**config.mk**
```make
export PLATFORM = sky130hd
export DESIGN_NAME = move_controller
export DESIGN_NICKNAME = d
export VERILOG_FILES = /design/src/rtl/flood_pkg.sv /design/src/rtl/color_cursor.sv /design/src/rtl/move_controller.sv
export SDC_FILE = /design/constraint.sdc
export NUM_CORES = 1
export LEC_CHECK = 0
export CAP_MARGIN = 10
export CORE_AREA = 2 2 57 59
export CTS_BUF_LIST = sky130_fd_sc_hd__clkbuf_16
export CTS_CLUSTER_DIAMETER = 120
export DETAILED_ROUTE_END_ITERATION = 12
export DIE_AREA = 0 0 59 61
export PLACE_DENSITY = 0.76
export SLEW_MARGIN = 20
export SYNTH_ARGS = -nofsm -noshare
export SYNTH_HDL_FRONTEND = slang
export SYNTH_SLANG_ARGS = --single-unit
```
**constraint.sdc**
```tcl
create_clock -name clock -period 3.3 [get_ports clock]
set_input_delay 0.825 -clock clock [delete_from_list [all_inputs] [get_ports clock]]
set_output_delay 0.825 -clock clock [all_outputs]
set_load 0.02 [all_outputs]
```
**src/rtl/flood_pkg.sv**
```systemverilog
// Shared definitions for the flood-fill game: color and move-count widths,
// the default palette size and the move controller state encoding.
package flood_pkg;

  localparam int COLOR_W            = 3;
  localparam int NUM_COLORS_DEFAULT = 6;
  localparam int COUNT_W            = 6;

  typedef enum logic [2:0] {
    IDLE,
    START_REQ,
    START_REL,
    READY,
    SEL_REQ,
    SEL_WAIT,
    OVER
  } state_t;

endpackage

```
**src/rtl/color_cursor.sv**
```systemverilog
// Highlighted-color register with increment/decrement that wraps inside
// the 0..NUM_COLORS-1 palette. Simultaneous inc and dec leave it unchanged.
module color_cursor
  import flood_pkg::*;
#(
  parameter int NUM_COLORS = NUM_COLORS_DEFAULT
) (
  input  logic               clock,
  input  logic               reset,
  input  logic               inc,
  input  logic               dec,
  output logic [COLOR_W-1:0] color
);

  localparam logic [COLOR_W-1:0] MAX_COLOR = COLOR_W'(NUM_COLORS - 1);

  // Step the cursor one position, wrapping at either end of the palette.
  always_ff @(posedge clock) begin
    if (reset) begin
      color <= '0;
    end else if (inc && !dec) begin
      color <= (color >= MAX_COLOR) ? '0 : color + COLOR_W'(1);
    end else if (dec && !inc) begin
      color <= (color == '0 || color > MAX_COLOR) ? MAX_COLOR : color - COLOR_W'(1);
    end
  end

endmodule

```
**src/rtl/move_controller.sv**
```systemverilog
// Move controller for the flood-fill game: owns the game-start handshake with
// the board logic, the color cursor, the color-select handshake, the move
// counter and the move-limit game-over condition.
module move_controller
  import flood_pkg::*;
#(
  parameter int NUM_COLORS = NUM_COLORS_DEFAULT
) (
  input  logic               clock,
  input  logic               reset,
  input  logic               btn_left,
  input  logic               btn_right,
  input  logic               btn_select,
  input  logic               btn_new,
  input  logic [COUNT_W-1:0] move_limit,
  input  logic               changing_color,
  input  logic               ack_begin_game,
  output logic [COLOR_W-1:0] color_selected,
  output logic               color_sel_sig,
  output logic               begin_game,
  output logic [COLOR_W-1:0] cursor_color,
  output logic [COUNT_W-1:0] move_count,
  output logic               game_over,
  output logic               busy
);

  state_t             state;
  state_t             next_state;
  logic [COLOR_W-1:0] last_color;
  logic               last_valid;
  logic               new_pending;
  logic               select_ok;
  logic               move_ok;
  logic               sel_done;
  logic               in_select;
  logic               limit_hit;
  logic [COUNT_W-1:0] count_next;

  // A select repeating the color just played would be a no-op flood, so it
  // is dropped. BTN_NEW wins over select, and an accepted select swallows
  // any coincident cursor pulse.
  assign select_ok  = (state == READY) && !btn_new && btn_select &&
                      !(last_valid && (cursor_color == last_color));
  assign move_ok    = (state == READY) && !btn_new && !select_ok;
  assign in_select  = (state == SEL_REQ) || (state == SEL_WAIT);
  assign sel_done   = (state == SEL_WAIT) && !changing_color;
  assign count_next = (move_count == '1) ? move_count : move_count + COUNT_W'(1);
  assign limit_hit  = (move_limit != '0) && (count_next >= move_limit);

  color_cursor #(
    .NUM_COLORS(NUM_COLORS)
  ) u_cursor (
    .clock(clock),
    .reset(reset),
    .inc  (move_ok && btn_right),
    .dec  (move_ok && btn_left),
    .color(cursor_color)
  );

  // State register.
  always_ff @(posedge clock) begin
    if (reset) begin
      state <= IDLE;
    end else begin
      state <= next_state;
    end
  end

  // Next-state decode; a BTN_NEW seen during the select handshake is honoured
  // only once the board has finished the flood.
  always_comb begin
    next_state = state;
    unique case (state)
      IDLE:      if (btn_new) next_state = START_REQ;
      START_REQ: if (ack_begin_game) next_state = START_REL;
      START_REL: if (!ack_begin_game) next_state = READY;
      READY: begin
        if (btn_new) next_state = START_REQ;
        else if (select_ok) next_state = SEL_REQ;
      end
      SEL_REQ:   if (changing_color) next_state = SEL_WAIT;
      SEL_WAIT: begin
        if (!changing_color) begin
          if (new_pending || btn_new) next_state = START_REQ;
          else if (limit_hit) next_state = OVER;
          else next_state = READY;
        end
      end
      OVER:      if (btn_new) next_state = START_REQ;
      default:   next_state = IDLE;
    endcase
  end

  // Request lines and status flags follow the registered state directly, so
  // a reset drops both requests on the very next edge.
  always_comb begin
    begin_game    = (state == START_REQ);
    color_sel_sig = (state == SEL_REQ);
    game_over     = (state == OVER);
    busy          = !((state == READY) || (state == IDLE) || (state == OVER));
  end

  // Move bookkeeping: captured color, committed-move count, last played color
  // and the deferred new-game request.
  always_ff @(posedge clock) begin
    if (reset) begin
      color_selected <= '0;
      move_count     <= '0;
      last_color     <= '0;
      last_valid     <= 1'b0;
      new_pending    <= 1'b0;
    end else begin
      if (select_ok) begin
        color_selected <= cursor_color;
      end
      if ((state == START_REQ) && ack_begin_game) begin
        move_count <= '0;
        last_valid <= 1'b0;
      end
      if (sel_done) begin
        move_count <= count_next;
        last_color <= color_selected;
        last_valid <= 1'b1;
      end
      if (sel_done) begin
        new_pending <= 1'b0;
      end else if (in_select && btn_new) begin
        new_pending <= 1'b1;
      end
    end
  end

endmodule

```
==> results.py <==
metrics = {
    "place": {
        "dp_hpwl_mm": 2.63,
        "dp_cells": 234,
        "port_buffers": 29,
        "routabilityCongestion": 0.938,
        "place_ws_ns": 0.404,
    },
    "global_routing": {
        "grt.total_usage_pct": 22.0,
        "grt_max_degree": 15,
        "overflow": 0,
        "grt_pass1_vias": 1407,
        "grt_antenna_before_repair": 0,
        "grt_pass1_wl_mm": 6.07,
    },
    "route": {
        "antenna_left": 0,
        "vias_per_cell": 5.84,
        "dr.pass1.iters": 4,
        "vias": 1385,
        "drc_errors": 0,
        "post_drt_wl_per_cell_um": 14.6,
        "drt-total-wl_mm": 3.47,
        "drt_iter0_drc": 67,
    },
    "synth": {
        "synth_area_um2": 1440,
        "synth_ff_type": "dfxtp_1",
        "syn_nets": 203,
        "ys_ff_latch": 20,
        "synthTopCellsByArea": "dfxtp_1 28%, ha_1 10%, nor2_1 4.9%",
        "async_reset_ff_share_pct": 0,
        "synth_edf_count": 0,
        "yosysTopAreaCellShare_pct": 27.8,
        "synth_cell_types": 49,
        "yosysTopAreaCell": "dfxtp_1",
        "synth-warning-count": 0,
        "syn_avg_cell_area_um2": 8.14,
        "syn_inst": 177,
        "ys_seq_area_share_pct": 27.8,
    },
    "flow_run": {
        "cap_violations": 0,
    },
    "clocking": {
        "insertion_delay_ns": 0.25,
        "cts_tree": "done",
        "hold_buffers": 0,
        "cts-resized-gates": 0,
        "clock_path_buffers": 2,
        "htree_levels": 1,
        "cts_setup_buffers": 0,
        "ctsRootBufferMaster": "clkbuf_16",
        "clkSinkCount": 20,
        "clkTransAtPathRegs_ns": 0.06,
        "numCtsBuffers": 3,
    },
    "worst_setup_path": {
        "r2r_slack_ns": 0.72,
        "required_ns": 3.48,
        "critPathMaxFanout": 5,
        "crit_arrival_ns": 2.84,
        "worstRegToRegCells": 9,
        "worst_setup_path_end_kind": "flop",
        "worst_setup_path_start_kind": "input port",
        "critPathKind": "in2reg",
    },
    "layout": {
        "syn_to_final_growth_pct": 26.9,
        "fin_nets": 232,
        "drive_gt1_share_pct": 6.37,
        "diodes": 0,
        "fillCellCount": 265,
        "multiInputGateArea_um2": 962,
        "seqCellArea_um2": 400,
        "stdcell_count": 237,
    },
    "sta": {
        "whs_ns": 0.500,
        "slew_violations": 0,
        "hold_viol": 0,
        "finalSetupTns_ns": 0,
        "timing.final.crit_period_ns": 2.66,
        "rsz0062_at_grt": "false",
        "setup_viol_count_final": 0,
        "tightest_slew_ns": 0.435,
        "final.setup.worst_slack_ns": 0.641,
        "fmax_ghz": 0.376,
        "post-route-period-util_pct": 80.6,
        "relSlewSlack_pct": 70.9,
        "finalClockSkew_ns": 0.00597,
    },
    "die": {
        "top_level_ports": 30,
        "num_rows": 20,
        "die_area_um2": 3600,
        "fp.dieH_um": 61,
        "core-area_um2": 2950,
        "fp.dieW_um": 59,
        "start_util_pct": 48.8,
    },
    "power_and_ir_drop": {
        "p_leak_uw": 0.000750,
        "p_per_area_nw_per_um2": 438,
        "ir_drop_mv": 0.454,
        "fin_total_pwr_uw": 801,
    },
    "outcome": {
        "status": "completed",
    },
    "hold_path": {
        "hold-path-cell-count": 2,
        "min_path_type": "reg2reg",
    },
}
-- placed cells by master, fill, tap and decap left out, types with 2 or more instances in the layout --
| cell | instances |
|---|---|
| a21o_1 | 6 |
| a21oi_1 | 14 |
| a22oi_1 | 3 |
| a31oi_1 | 3 |
| and2_1 | 2 |
| buf_4 | 3 |
| clkbuf_16 | 3 |
| clkdlybuf4s50_1 | 29 |
| dfxtp_1 | 20 |
| ha_1 | 12 |
| inv_1 | 10 |
| mux2i_1 | 7 |
| nand2_1 | 12 |
| nand2b_1 | 7 |
| nand3_1 | 4 |
| nand4_1 | 2 |
| nor2_1 | 19 |
| nor2b_1 | 3 |
| nor3_1 | 8 |
| o21ai_0 | 3 |
| o21bai_1 | 2 |
| or4_1 | 2 |
| xnor2_1 | 4 |
-- cells in the mapped netlist, types with 2 or more instances --
cell type	count
clkbuf_1	3
dfxtp_1	20
a21o_1	6
a31oi_1	3
nand2b_1	7
a22oi_1	3
nor2_1	19
nand2_1	12
and2_1	2
nand3_1	4
or4_1	2
ha_1	12
inv_1	10
o21ai_0	3
nor2b_1	3
buf_2	3
nand4_1	2
mux2i_1	7
o21bai_1	2
nor3_1	8
xnor2_1	4
buf_4	2
a21oi_1	14
-- cell type report --
| class | count | share of cell area (%) |
|---|---|---|
| multi-input cells | 139 | 52.6 |
| flip-flops and latches | 20 | 21.9 |
| repair buffers | 32 | 17.1 |
| clock buffers | 3 | 4.10 |
| well taps | 33 | 2.26 |
| inverters | 10 | 2.05 |
-- through the flow --
stage	util [%]	instance area [um2]
after CTS	61.9	1830
final	61.9	1830
after global placement	59.4	1750
after floorplan	-	1440
after global routing	61.9	1830
after detailed placement	59.4	1750
-- kinds of logic (layout without fill, tap and decap cells) --
kind of cell	after synthesis	count (layout)	share of synthesized area (%)
and+or+nand+nor	67	67	24.5
xor gates and xnor gates	5	5	3.04
adders and majority gates	12	12	10.4
muxes	8	8	5.64
buffers and inverters	18	45	5.47
AOI/OAI and AO/OA	47	47	23.2
DFF	20	20	27.8
-- worst paths after layout --
check / from / to
hold reg to reg: last_valid / last_valid
setup reg to reg: move_count[0] / state[2]
setup / recovery: btn_new / u_cursor.color[2]
hold / removal: last_valid / last_valid
-- flip-flops by register name, indices dropped and copies added, names as in the netlist --
| name | cells |
|---|---|
| last_color | 3 |
| color_selected | 3 |
| last_valid | 1 |
| move_count | 6 |
| state | 3 |
| u_cursor.color | 3 |
| new_pending | 1 |
-- critical path, stage by stage --
cell and delay (ns):
clkdlybuf4s50_1 0.42, or3_1 0.38, a21oi_1 0.21, and2_1 0.16, ha_1 0.25, mux2i_1 0.25
a21o_1 0.15, nand2_1 0.05, a21oi_1 0.15
-- metal layers --
layer	vias up	global-route usage [%]	routed length [um]
li1	698	-	-
met1	644	27.3	1640
met2	35	37.5	1570
met3	8	5.54	169
met4	0	7.47	83
met5	-	0	0
-- report_power, final --
group	internal [uW]	total [uW]	switching, uW
clock	160	243	83.7
combinational	127	266	139
sequential	255	291	36.1
total	542	801	259
(Power assumes the default switching activity.)
